### src/rtl/lmc_pkg.sv
// Shared types and default widths for the LMC RAM loader and its address counter.
package lmc_pkg;

  localparam int unsigned LMC_N = 2;
  localparam int unsigned LMC_M = 4;

  typedef enum logic [1:0] {
    ST_IDLE = 2'd0,
    ST_LOAD = 2'd1,
    ST_SCAN = 2'd2,
    ST_DONE = 2'd3
  } lmc_state_e;

endpackage

### src/rtl/lmc_adr_counter.sv
// W-bit address counter with synchronous clear, increment enable and
// terminal-count flag; clear takes priority over increment.
module lmc_adr_counter #(
  parameter int unsigned W = lmc_pkg::LMC_N
) (
  input  logic         clk,
  input  logic         rst,
  input  logic         clr_i,
  input  logic         inc_i,
  output logic [W-1:0] cnt_o,
  output logic         tc_o
);

  logic [W-1:0] cnt_q;
  logic [W-1:0] cnt_d;

  always_comb begin
    cnt_d = cnt_q;
    if (clr_i) begin
      cnt_d = '0;
    end else if (inc_i) begin
      cnt_d = cnt_q + W'(1);
    end
  end

  always_ff @(posedge clk or posedge rst) begin
    if (rst) begin
      cnt_q <= '0;
    end else begin
      cnt_q <= cnt_d;
    end
  end

  assign cnt_o = cnt_q;
  assign tc_o  = (cnt_q == {W{1'b1}});

endmodule

### src/rtl/lmc_ram_loader.sv
// Fills the write-enable-less LMC RAM from a word stream (LOAD) or streams it out
// in address order (SCAN); recirculates ram_out whenever no new word is written.
module lmc_ram_loader
  import lmc_pkg::*;
#(
  parameter int unsigned N = LMC_N,
  parameter int unsigned M = LMC_M
) (
  input  logic         clk,
  input  logic         rst,
  input  logic         start_load,
  input  logic         start_scan,
  input  logic         in_valid,
  input  logic [M-1:0] in_data,
  output logic         in_ready,
  output logic         out_valid,
  output logic [M-1:0] out_data,
  input  logic         out_ready,
  output logic [N-1:0] adr,
  output logic [M-1:0] data_in,
  input  logic [M-1:0] ram_out,
  output logic         busy,
  output logic         done
);

  lmc_state_e state_q;
  lmc_state_e state_d;

  logic         cnt_clr;
  logic         cnt_inc;
  logic         cnt_tc;
  logic [N-1:0] cnt;

  lmc_adr_counter #(
    .W (N)
  ) u_cnt (
    .clk   (clk),
    .rst   (rst),
    .clr_i (cnt_clr),
    .inc_i (cnt_inc),
    .cnt_o (cnt),
    .tc_o  (cnt_tc)
  );

  always_ff @(posedge clk or posedge rst) begin
    if (rst) begin
      state_q <= ST_IDLE;
    end else begin
      state_q <= state_d;
    end
  end

  // Next state, counter control and handshake/status decode.
  always_comb begin
    state_d   = state_q;
    cnt_clr   = 1'b0;
    cnt_inc   = 1'b0;
    in_ready  = 1'b0;
    out_valid = 1'b0;
    busy      = 1'b0;
    done      = 1'b0;
    unique case (state_q)
      ST_IDLE: begin
        if (start_load) begin
          state_d = ST_LOAD;
          cnt_clr = 1'b1;
        end else if (start_scan) begin
          state_d = ST_SCAN;
          cnt_clr = 1'b1;
        end
      end
      ST_LOAD: begin
        in_ready = 1'b1;
        busy     = 1'b1;
        if (in_valid) begin
          if (cnt_tc) begin
            state_d = ST_DONE;
            cnt_clr = 1'b1;
          end else begin
            cnt_inc = 1'b1;
          end
        end
      end
      ST_SCAN: begin
        out_valid = 1'b1;
        busy      = 1'b1;
        if (out_ready) begin
          if (cnt_tc) begin
            state_d = ST_DONE;
            cnt_clr = 1'b1;
          end else begin
            cnt_inc = 1'b1;
          end
        end
      end
      ST_DONE: begin
        done    = 1'b1;
        state_d = ST_IDLE;
      end
      default: begin
        state_d = ST_IDLE;
      end
    endcase
  end

  // Only an accepted load word replaces the RAM's own value; reset forces IDLE,
  // so recirculation also covers the reset period.
  assign data_in  = (state_q == ST_LOAD && in_valid) ? in_data : ram_out;
  assign out_data = ram_out;
  assign adr      = cnt;

endmodule

### config.mk
export PLATFORM = sky130hd
export DESIGN_NAME = lmc_ram_loader
export DESIGN_NICKNAME = d
export VERILOG_FILES = /design/src/rtl/lmc_pkg.sv /design/src/rtl/lmc_adr_counter.sv /design/src/rtl/lmc_ram_loader.sv
export SDC_FILE = /design/constraint.sdc
export NUM_CORES = 1
export LEC_CHECK = 0
export CAP_MARGIN = 5
export CORE_MARGIN = 5
export CORE_UTILIZATION = 35
export CTS_CLUSTER_DIAMETER = 200
export DETAILED_ROUTE_END_ITERATION = 7
export MAX_ROUTING_LAYER = met4
export PLACE_DENSITY_LB_ADDON = 0.1
export SETUP_SLACK_MARGIN = 0.1
export SLEW_MARGIN = 20
export SYNTH_ARGS = -nofsm -noshare
export SYNTH_HDL_FRONTEND = slang
export SYNTH_SLANG_ARGS = --single-unit
### constraint.sdc
create_clock -name clk -period 2.2 [get_ports clk]
set_input_delay 0.22 -clock clk [delete_from_list [all_inputs] [get_ports clk]]
set_output_delay 0.22 -clock clk [all_outputs]
set_load 0.005 [all_outputs]
* After elaboration in Yosys (flattened, before gate mapping)
Index checks and enable logic that the tools add are counted.
** Storage, ports and cells
- Logic and storage cells :: 38
- Flip-flop bits (word level) :: 4
- Output and inout port bits :: 14
** Operators by class
- Multiplexer cells :: 23
- Equality and inequality tests :: 7
- Reductions and logical operators :: 5
- $add $sub $neg :: 1
** Operator list (number)
- $mux 2 :: 7
- $mux 1 :: 12
- $pmux 2 s4 :: 1
- $eq 2x2->1 const B :: 3
- $mux 4 :: 1
- $ne 2x2->1 const B :: 2
- $ne 3x3->1 const B :: 1
- $pmux 1 s3 :: 1
- $reduce_and 3->1 :: 1
- $add 2x1->2 const B :: 1
- $eq 2x1->1 const B :: 1
- $logic_not 2->1 :: 1
- $pmux 1 s2 :: 1
- $reduce_bool 2->1 :: 1
- $reduce_or 2->1 :: 1
- $logic_and 1x1->1 :: 1

* Logic depth before layout (Yosys ltp)
- Word-level depth :: 6
- Depth in mapped cells :: 5
- Gate-level depth less buffers :: 5

* Hierarchy
A second synthesis with hierarchy kept.
** Second synthesis, totals
- Cells, all modules :: 48
- Area total of the unflattened synthesis :: 436.7 sq um
** Modules (own cells, without submodules)
- lmc_ram_loader :: area each 344.1 sq um, times used 1, cells each 40
- lmc_adr_counter :: area each 92.6 sq um, times used 1, cells each 8

* Worst setup path after synthesis
OpenSTA, ideal clock, no wires.
- Path type :: flip-flop to flip-flop
- Start :: reg state_q[0]
- End :: reg state_q[0]
- Path buffers :: 0
- Library setup time :: 0.125 ns
- Setup slack :: 0.441 ns
- Cell stages (with the launch flop) :: 6
- Arrival time :: 1.634 ns
- Data required time :: 2.075 ns
- Cells stage by stage :: dfrtp_1 inv_1 ha_1 nor2b_1 a2111oi_4 mux2_4
** On the way
- Cells in the longest elaborated chain, start to end :: 3
- Elaborated cells between the ends (all ways) :: 12
** Ends and longest elaborated chain
- from (decl) :: RTL line lmc_ram_loader.sv:26 : lmc_state_e state_q;
- from (signal assigned) :: RTL line lmc_ram_loader.sv:49 : state_q <= state_d;
- $eq 2x2->1, or another cell as far along :: RTL line lmc_ram_loader.sv:62 : unique case (state_q)
- $ne 2x2->1 (no line), or another cell as far along
- $reduce_and 3->1 (no line) or $pmux 2 s4 (tied branches)
Parallel ways exist; a longest one is shown, timed or not. The select of a mux whose other input is x is not followed.
A chain may end at the register's enable or synchronous reset.

* Worst setup path after layout
- Start :: reg state_q[1]
- End :: out data_in[2]
** On the way
- Cells in the longest elaborated chain, start to end :: 3
** Ends and longest elaborated chain
- $eq 2x1->1 :: RTL line lmc_ram_loader.sv:108 : assign data_in = (state_q == ST_LOAD && in_valid) ? in_data : ram_out;
- $logic_and 1x1->1 :: RTL line lmc_ram_loader.sv:108
- $mux 4 :: RTL line lmc_ram_loader.sv:108
- to (decl) :: RTL line lmc_ram_loader.sv:20 : output logic [M-1:0] data_in,
No other way between the ends.

==> impl_metrics.yaml <==
global_route:
  grt_max_degree: 6
  grt_pass1_vias: 442
  grt_usage: 0.128
  grt_antenna_before_repair: 0
  grt_pass1_wl_um: 1840
  overflow: 0
critical_path:
  start_kind: "flop"
  endpoint_kind: "output pin"
  crit_fanout: 4
  required_ps: 1980
  crit_type: "flop to output pin"
  critical_path_arrival_ps: 1780
floorplan:
  fp.dieW_um: 46.4
  num_rows: 13
  start_util: 0.365
  die_area_um2: 2150
  io_pins: 28
  die_height_um: 46.4
  core_um2: 1270
power_and_ir_drop:
  pwr-share-comb: 0.739
  intPower_w: 0.000562
  total_power_w: 0.000897
  p_leak_nw: 0.330
  clkPwrFrac: 0.102
  p_seq_frac: 0.159
  vdd_drop_max_mv: 0.607
  p_sw_w: 0.000335
  netSwitchingFraction: 0.374
  p_per_area_nw_per_um2: 1180
sta:
  setup_tns_ps: 0
  fmax_mhz: 499
  hold-worst-slack_ps: 168
  slew_headroom: 0.777
  finalSetupViolCount: 0
  drv_slew: 0
  hold_violations: 0
  post-route-period-util: 0.911
  setup_ws_ps: 196
  worst_slew_pin_slew_ps: 325
  fin_worst_skew_ps: 2.44
  rsz0062_at_grt: "no"
  min_period_ps: 2000
route:
  drt_iter0_markers: 12
  ant_nets: 0
  wirelength_um: 1160
  routedWlPerCell_um: 13.1
  vias: 430
  dr.pass1.iters: 4
  drc: 0
  vias_per_cell: 4.83
clocking:
  cts_buffer_depth: 2
  clk_pin_slew_ps: 40
  ctsRootBufferMaster: "clkbuf_4"
  cts_buffers: 3
  htree_levels: 1
  clock_sinks: 4
  cts_tree: "yes"
  cts_hold_buf: 0
  clock_latency_ps: 240
synthesis:
  ys_seq_area_frac: 0.216
  ys_seq_elements: 4
  synth_compound_area_frac: 0.146
  synthCells: 47
  synth.area.mux_share: 0.184
  synth_area_um2: 463
  yosys.area_share.simple: 0.159
  synth_area_leader_cell: "dfrtp_1"
  synth_top_family_by_area: "adder cells"
  synth_nets: 68
  synth_cell_types: 17
  ys_warn_count: 0
  synthTopCellsByArea: "dfrtp_1 (22%), ha_1 (19%), mux2_2 (9.7%)"
  synthXorXnorAreaFrac: 0
  syn_area_per_cell_um2: 9.85
  yosys.area.top_type_share: 0.216
  synthAdderAreaFrac: 0.189
placed_design:
  pre_cts_ws_ps: 246
  hpwl_um: 997
  gp_congestion: 0.726
  port_buffers: 27
layout:
  syn_to_final_growth_pct: 63.8
  nFillCells: 124
  antenna_cells: 0
  nNetsFinal: 97
  drive_gt1_frac: 0.216
worst_hold_path:
  min_path_type: "input port to asynchronous set/reset pin"
run_status:
  status: "complete, no violations"
run:
  max_cap_violations: 0
[sequential cells by signal, summed over array words and instances, names as in the netlist]
register	cells
state_q	2
u_cnt.cnt_o	2
[logic make-up (layout without fill, tap and decap cells)]
| family | count (synthesis) | in the layout |
|---|---|---|
| mux | 7 | 7 |
| buf+inv | 9 | 36 |
| compound gates | 8 | 8 |
| flops | 4 | 4 |
| simple gates | 12 | 12 |
| fa+ha+maj | 7 | 7 |
[metrics by stage]
stage | utilization | cells | instance area (µm²)
floorplan | - | 47 | 463
detailed placement | 0.569 | 85 | 722
finish | 0.598 | 89 | 758
CTS | 0.596 | 89 | 756
global placement | 0.569 | 85 | 722
global route | 0.598 | 89 | 758
[worst paths after layout]
path	from	end	slack (ps)	cells past startpoint
setup / recovery	state_q[1]	data_in[2]	200	5
hold / removal	rst	u_cnt.cnt_o[0]	170	2
setup reg to reg	state_q[0]	state_q[1]	310	5
hold reg to reg	u_cnt.cnt_o[1]	u_cnt.cnt_o[1]	590	2
max in group asynchronous	rst	state_q[1]	1860	2
min in group clk	u_cnt.cnt_o[1]	u_cnt.cnt_o[1]	590	2
[final cells by class]
type	instances	area, µm²	area share
repair buffers	28	278	0.366
well taps	15	18.8	0.0248
inverters	5	18.8	0.0248
flip-flops and latches	4	101	0.134
multi-input cells	34	319	0.421
clock buffers	3	22.5	0.0297
[power groups by stage]
stage	logic (W)	registers [W]	clock network, W
floorplan	0.000415	0.000138	0
global route	0.000747	0.000148	0.0000983
finish	0.000664	0.000143	0.0000912
detailed placement	0.000643	0.000149	0
global placement	0.000637	0.000145	0
CTS	0.000674	0.000143	0.0000945
[cells in the final DEF (no fill, tap or decap), types with 2 or more instances in the layout]
cell type,synthesis,layout
nand2b_1,2,2
a22oi_1,2,2
clkdlybuf4s50_1,0,27
mux2_4,2,2
dfrtp_1,4,3
clkbuf_4,0,3
ha_1,7,6
o21ai_0,5,5
nor2b_1,2,2
mux2_2,4,4
nand2_1,4,3
inv_1,5,5
[worst max-delay path: stages, from the launching register on]
cell and delay (ps):
dfrtp_2 410, inv_1 110, ha_2 210, nand2_2 90, mux2_2 230, clkdlybuf4s50_1 500
[cell usage after synthesis]
cell and n:
ha_1 7, inv_1 5, o21ai_0 5, buf_4 4, dfrtp_1 4, mux2_2 4
nand2_1 4, a22oi_1 2, mux2_4 2, nand2b_1 2, nor2b_1 2, a2111oi_4 1
mux2i_1 1, nand3b_1 1, nor2_2 1, nor2b_4 1, or3_1 1
[metal layers]
layer  vias to the layer above  GRT usage  part of all wire
met5                         -          -                 0
met4                         0     0.0682             0.021
met3                         3     0.0117             0.074
met2                        24      0.206              0.47
met1                       191      0.157              0.44
li1                        212          -                 -
[what timing repair did]
item                                    in CTS  in global routing
endpoints found under the setup margin       4                  4
resized for setup                            2                  1
setup buffers                                1                  0
(Power assumes the default switching activity.)
